### src/rtl/ir_pkg.sv
// rtl/ir_pkg.sv - shared state encoding, error indices and default timing for the IR receiver
package ir_pkg;

   typedef enum logic [1:0] {
      DEC_RESET = 2'd0,
      LISTEN    = 2'd1,
      CHECK     = 2'd2,
      PUSH      = 2'd3
   } ir_state_t;

   localparam logic [3:0] DEC_IDLE = 4'd0;

   localparam int ERR_OVERFLOW = 0;
   localparam int ERR_WATCHDOG = 1;
   localparam int ERR_CHECK    = 2;

   localparam int DEF_HOLDOFF_CYCLES  = 10_000_000;
   localparam int DEF_WATCHDOG_CYCLES = 2_000_000;

endpackage

### src/rtl/ir_code_fifo.sv
// rtl/ir_code_fifo.sv - show-ahead code FIFO; a push on full succeeds only alongside a pop
module ir_code_fifo #(
   parameter int MESSAGE_LENGTH = 32,
   parameter int FIFO_DEPTH     = 4
) (
   input  logic                        clk_in,
   input  logic                        rst_n_in,
   input  logic                        push,
   input  logic [MESSAGE_LENGTH-1:0]   push_data,
   input  logic                        pop,
   output logic [MESSAGE_LENGTH-1:0]   head,
   output logic                        full,
   output logic [$clog2(FIFO_DEPTH):0] count
);

   localparam int PW = $clog2(FIFO_DEPTH);
   localparam logic [PW:0]   DEPTH_C = FIFO_DEPTH[PW:0];
   localparam logic [PW-1:0] PTR_ONE = 1;
   localparam logic [PW:0]   CNT_ONE = 1;

   logic [MESSAGE_LENGTH-1:0] mem [FIFO_DEPTH];
   logic [PW-1:0]             wr_ptr_q;
   logic [PW-1:0]             rd_ptr_q;
   logic [PW:0]               count_q;
   logic                      pop_ok;
   logic                      push_ok;

   assign full    = (count_q == DEPTH_C);
   assign pop_ok  = pop && (count_q != '0);
   assign push_ok = push && (!full || pop_ok);
   assign count   = count_q;
   assign head    = (count_q != '0) ? mem[rd_ptr_q] : '0;

   always_ff @(posedge clk_in) begin
      if (push_ok) begin
         mem[wr_ptr_q] <= push_data;
      end
   end

   // Pointer width equals log2(depth), so increments wrap modulo depth for free.
   always_ff @(posedge clk_in or negedge rst_n_in) begin
      if (!rst_n_in) begin
         wr_ptr_q <= '0;
         rd_ptr_q <= '0;
         count_q  <= '0;
      end else begin
         if (push_ok) wr_ptr_q <= wr_ptr_q + PTR_ONE;
         if (pop_ok)  rd_ptr_q <= rd_ptr_q + PTR_ONE;
         if (push_ok && !pop_ok)      count_q <= count_q + CNT_ONE;
         else if (!push_ok && pop_ok) count_q <= count_q - CNT_ONE;
      end
   end

endmodule

### src/rtl/ir_rx_controller.sv
// rtl/ir_rx_controller.sv - IR decoder supervisor: validates, de-duplicates and buffers received codes
module ir_rx_controller
   import ir_pkg::*;
#(
   parameter int MESSAGE_LENGTH  = 32,
   parameter int FIFO_DEPTH      = 4,
   parameter int HOLDOFF_CYCLES  = DEF_HOLDOFF_CYCLES,
   parameter int WATCHDOG_CYCLES = DEF_WATCHDOG_CYCLES,
   parameter bit CHECK_EN        = 1'b1
) (
   input  logic                        clk_in,
   input  logic                        rst_n_in,
   input  logic                        enable_in,
   input  logic [MESSAGE_LENGTH-1:0]   dec_code_in,
   input  logic                        dec_new_code_in,
   input  logic [3:0]                  dec_state_in,
   output logic                        dec_rst_out,
   output logic [MESSAGE_LENGTH-1:0]   code_out,
   output logic                        valid_out,
   input  logic                        ready_in,
   output logic [$clog2(FIFO_DEPTH):0] fifo_count_out,
   output logic [2:0]                  error_out,
   input  logic                        clear_err_in
);

   localparam int HW = $clog2(HOLDOFF_CYCLES + 1);
   localparam int WW = $clog2(WATCHDOG_CYCLES + 1);
   localparam logic [HW-1:0] HOLD_LOAD = HOLDOFF_CYCLES[HW-1:0];
   localparam logic [HW-1:0] HOLD_ONE  = 1;
   localparam logic [WW-1:0] WD_LAST   = WW'(WATCHDOG_CYCLES - 1);
   localparam logic [WW-1:0] WD_ONE    = 1;

   ir_state_t                 state_q, state_d;
   logic [1:0]                sync_q;
   logic                      rst_seen_q;
   logic [MESSAGE_LENGTH-1:0] cap_q;
   logic [MESSAGE_LENGTH-1:0] last_q;
   logic [HW-1:0]             holdoff_q;
   logic [WW-1:0]             wd_q;
   logic [2:0]                err_q;
   logic                      fifo_push, fifo_pop, fifo_full, push_acc;
   logic                      check_fail, dup_hit, wd_hit;
   logic [2:0]                err_evt;

   ir_code_fifo #(
      .MESSAGE_LENGTH (MESSAGE_LENGTH),
      .FIFO_DEPTH     (FIFO_DEPTH)
   ) u_fifo (
      .clk_in    (clk_in),
      .rst_n_in  (rst_n_in),
      .push      (fifo_push),
      .push_data (cap_q),
      .pop       (fifo_pop),
      .head      (code_out),
      .full      (fifo_full),
      .count     (fifo_count_out)
   );

   assign valid_out   = (fifo_count_out != '0);
   assign fifo_pop    = valid_out && ready_in;
   assign push_acc    = fifo_push && (!fifo_full || fifo_pop);
   assign dec_rst_out = (state_q == DEC_RESET);
   assign error_out   = err_q;

   always_comb begin
      err_evt               = '0;
      err_evt[ERR_OVERFLOW] = fifo_push && !push_acc;
      err_evt[ERR_WATCHDOG] = wd_hit;
      err_evt[ERR_CHECK]    = check_fail;
   end

   // Reset is asserted asynchronously but released through two flops before the FSM may leave DEC_RESET.
   always_ff @(posedge clk_in or negedge rst_n_in) begin
      if (!rst_n_in) sync_q <= 2'b00;
      else           sync_q <= {sync_q[0], 1'b1};
   end

   always_comb begin
      state_d    = state_q;
      check_fail = 1'b0;
      dup_hit    = 1'b0;
      wd_hit     = 1'b0;
      fifo_push  = 1'b0;
      case (state_q)
         DEC_RESET: if (rst_seen_q && sync_q[1]) state_d = LISTEN;
         LISTEN: begin
            if (dec_state_in != DEC_IDLE && wd_q == WD_LAST) begin
               wd_hit  = 1'b1;
               state_d = DEC_RESET;
            end else if (dec_new_code_in) begin
               state_d = CHECK;
            end
         end
         CHECK: begin
            if (CHECK_EN && cap_q[15:8] != ~cap_q[7:0]) begin
               check_fail = 1'b1;
               state_d    = LISTEN;
            end else if (cap_q == last_q && holdoff_q != '0) begin
               dup_hit = 1'b1;
               state_d = LISTEN;
            end else begin
               state_d = PUSH;
            end
         end
         PUSH: begin
            fifo_push = 1'b1;
            state_d   = LISTEN;
         end
         default: state_d = DEC_RESET;
      endcase
      // Disabling abandons whatever code is in flight; buffered codes stay.
      if (!enable_in) begin
         state_d    = DEC_RESET;
         check_fail = 1'b0;
         dup_hit    = 1'b0;
         wd_hit     = 1'b0;
         fifo_push  = 1'b0;
      end
   end

   always_ff @(posedge clk_in or negedge rst_n_in) begin
      if (!rst_n_in) begin
         state_q    <= DEC_RESET;
         rst_seen_q <= 1'b0;
         cap_q      <= '0;
         last_q     <= '0;
         holdoff_q  <= '0;
         wd_q       <= '0;
         err_q      <= '0;
      end else begin
         state_q    <= state_d;
         rst_seen_q <= (state_q == DEC_RESET);
         if (state_q == LISTEN && state_d == CHECK) cap_q <= dec_code_in;
         if (push_acc) last_q <= cap_q;
         if (push_acc || dup_hit)  holdoff_q <= HOLD_LOAD;
         else if (holdoff_q != '0) holdoff_q <= holdoff_q - HOLD_ONE;
         if (state_q == LISTEN && dec_state_in != DEC_IDLE && !wd_hit) wd_q <= wd_q + WD_ONE;
         else                                                           wd_q <= '0;
         err_q <= (clear_err_in ? 3'b000 : err_q) | err_evt;
      end
   end

endmodule

### config.mk
export PLATFORM = sky130hd
export DESIGN_NAME = ir_rx_controller
export DESIGN_NICKNAME = d
export VERILOG_FILES = /design/src/rtl/ir_pkg.sv /design/src/rtl/ir_code_fifo.sv /design/src/rtl/ir_rx_controller.sv
export SDC_FILE = /design/constraint.sdc
export NUM_CORES = 1
export LEC_CHECK = 0
export CAP_MARGIN = 20
export CORE_ASPECT_RATIO = 2
export CORE_MARGIN = 1.5
export CORE_UTILIZATION = 30
export DETAILED_ROUTE_END_ITERATION = 16
export PLACE_DENSITY_LB_ADDON = 0.1
export REMOVE_ABC_BUFFERS = 1
export SETUP_SLACK_MARGIN = 0.4
export SLEW_MARGIN = 20
export SYNTH_ARGS = -nofsm -noshare
export SYNTH_HDL_FRONTEND = slang
export SYNTH_SLANG_ARGS = --single-unit
### constraint.sdc
create_clock -name clk_in -period 8.5 [get_ports clk_in]
set_input_delay 1.275 -clock clk_in [delete_from_list [all_inputs] [get_ports clk_in]]
set_output_delay 1.275 -clock clk_in [all_outputs]
set_load 0.05 [all_outputs]
==> results.tsv <==
metric	value	unit
setup_violations	0	
cts_tree	yes	
seqPwrFrac	0.402	
worst_hold_path.endpoint	sync_q[1]	
r2r-start	u_fifo.count[0]	
post_cts_resized	0	
whs_path_depth	0	
synth_area_per_cell	14.0	um2
outcome	finished clean	
arrival	3030	ps
synthToLayoutAreaGrowth	20.9	%
post_cts_buffers	0	
grtUsageTotal	0.138	
start_util	0.303	
drc	0	
die_width	137	um
busiest_layer	met2	
r2r-end	u_fifo.mem[3][25]	
cts.sinks	252	
ir_worst_vdd	0.000219	V
clockPowerShare	0.293	
async_flop_share	0.492	
final_common_cell	edfxtp_1	
p_leak	0.00484	uW
cts_buffer_depth	3	
io_buffers	81	
antenna_found_initial	0	
num_vias	6142	
drt_wl_total	24700	um
power_density	322	mW/mm2
drtIter0Drc	199	
maxSlewViolCount	0	
cp_max_fo	32	
hold_viol_final	0	
cp-start-kind	flop	
clkTransAtPathRegs	60	ps
cp.buffers_inverters	2	
hp-class	flop to flop	
cp_slowest_cell	clkdlybuf4s50_1	
min_from	sync_q[0]	
use_met3	0.0184	
grt_pass1_vias	6738	
ctsHoldBuffers	0	
htreeDepth	1	
hpwl	16100	um
path_cells	buf_4, mux4_2, and2_1, clkdlybuf4s50_1	
viasPerCell	4.62	
swShare	0.347	
required	7220	ps
ys_ff_latch	252	
final.setup.tns	0	ps
cts_inserted_buffers	26	
syn_inst	771	
rsz0062_at_grt	false	
die_area	0.0371	mm2
crit_family	buffers and inverters	
final_layout_size_suffix_gt1_frac	0.159	
fin_nets	910	
skew	15.4	ps
r2r_cells	6	
ant_nets	0	
drt-pass1-iter-count	6	
grt_max_degree	64	
intPower	2740	uW
critPathKind	flop to primary output	
tightestPinTransition	1020	ps
grt_use_met1	0.146	
cts_root_buffer	clkbuf_16	
ys.flop_type	edfxtp_1	
wl_per_cell	18.6	um
p_sw	1450	uW
seq_area_frac_synth	0.645	
ys_types	48	
ios	82	
synth_edf_count	128	
reg2reg_slack	5060	ps
fin_crit_sh	0.507	
finalWeightedCongestion	0.741	
coreArea	0.0356	mm2
max_slew_margin	0.323	
max_cap_violations	0	
clock_latency	540	ps
overflow	0	
yosysWarningCount	0	
rows	98	
fmax	232	MHz
p_comb_frac	0.305	
grt_pass1_wl	38900	um
most-common-layout-cells	128 x edfxtp_1, 123 x dfrtp_1, 109 x nand2_1	
cp-end-kind	primary output	
die_height	271	um
slowest_delay	700	ps
netlist_area	0.0108	mm2
use_met2	0.276	
min_period	4310	ps
fin_util	0.366	
n_antenna_cell	0	
==> power groups by stage <==
stage,combinational (uW),clock (uW),sequential [uW]
2_1_floorplan,831,0,1710
4_1_cts,1310,1280,1700
5_1_grt,1380,1310,1720
3_5_place_dp,1310,0,1720
6_report,1280,1230,1680
3_3_place_gp,1300,0,1720
==> layout make-up <==
type / count / area (um2)
clock inverters: 17 / 234
fillers: 3486 / 22500
multi-input cells: 474 / 3640
well taps: 450 / 563
inverters: 14 / 52.6
repair buffers: 91 / 887
flip-flops and latches: 252 / 6950
clock buffers: 31 / 689
==> per-layer routing <==
metal  part of all wire  up-vias
met5                  0        -
met1               0.37     3090
met4              0.020        0
met3              0.031       24
met2               0.58       93
li1                   -     2935
==> cells in the mapped netlist (all sizes together) (2+ instances only) <==
| cell type | n | area [um2] |
|---|---|---|
| and2 | 37 | 231 |
| and3 | 4 | 25.0 |
| and4 | 3 | 26.3 |
| buf | 11 | 62.6 |
| clkbuf | 20 | 75.1 |
| dfrtp | 124 | 3100 |
| edfxtp | 128 | 3840 |
| ha | 8 | 100 |
| inv | 14 | 52.6 |
| mux2 | 33 | 372 |
| mux4 | 32 | 721 |
| nand2 | 109 | 409 |
| nand3 | 22 | 155 |
| nand4 | 8 | 50.1 |
| nor2 | 37 | 141 |
| nor2b | 2 | 12.5 |
| nor3 | 31 | 155 |
| nor4 | 27 | 203 |
| nor4b | 3 | 26.3 |
| o211ai | 5 | 37.5 |
| o21ai | 5 | 25.0 |
| o22ai | 3 | 18.8 |
| or3 | 3 | 18.8 |
| or4 | 3 | 30.0 |
| xnor2 | 31 | 272 |
| xor2 | 56 | 490 |
==> stage by stage <==
stage                     setup WS, ps  hold WS [ps]  instances  cell area, um2  power, uW
final                             4190           354       1329           13000       4190
after CTS                         4090           370       1329           13000       4290
after global placement            3750           337       1281           12100       3020
after detailed placement          3720           338       1281           12100       3030
after floorplan                   3930           331        740           10600       2540
after global routing              4010           381       1329           13000       4410
==> state kept, by name, indices dropped and copies added, names as in the netlist <==
register	flops
u_fifo.rd_ptr_q	2
state_q	2
holdoff_q	24
u_fifo.count	3
last_q	32
error_out	3
wd_q	21
u_fifo.mem	128
sync_q	2
u_fifo.wr_ptr_q	2
rst_seen_q	1
cap_q	32
==> kinds of logic (layout without fill, tap and decap cells) <==
family                     Yosys count  in the layout  share of synthesized area
DFF                                252            252                      0.645
and+or+nand+nor                    294            294                      0.142
muxes                               65             65                      0.101
xor gates and xnor gates            87             87                     0.0708
buffers and inverters               45            153                     0.0177
AOI/OAI and AO/OA                   18             18                     0.0116
adders and majority gates            9              9                     0.0112
other                                1              1                   0.000348
==> worst max-delay path by stage <==
stage,startpoint,end,slack (ps),cells after the start
after floorplan,ready_in,u_fifo.count[1],3930,7
after global placement,ready_in,u_fifo.mem[3][25],3750,7
after detailed placement,ready_in,u_fifo.mem[3][25],3720,7
after CTS,u_fifo.rd_ptr_q[0],code_out[6],4090,4
after global routing,u_fifo.rd_ptr_q[0],code_out[6],4010,4
final,u_fifo.rd_ptr_q[0],code_out[6],4190,4
No activity file was read; power rests on OpenSTA's default activity.
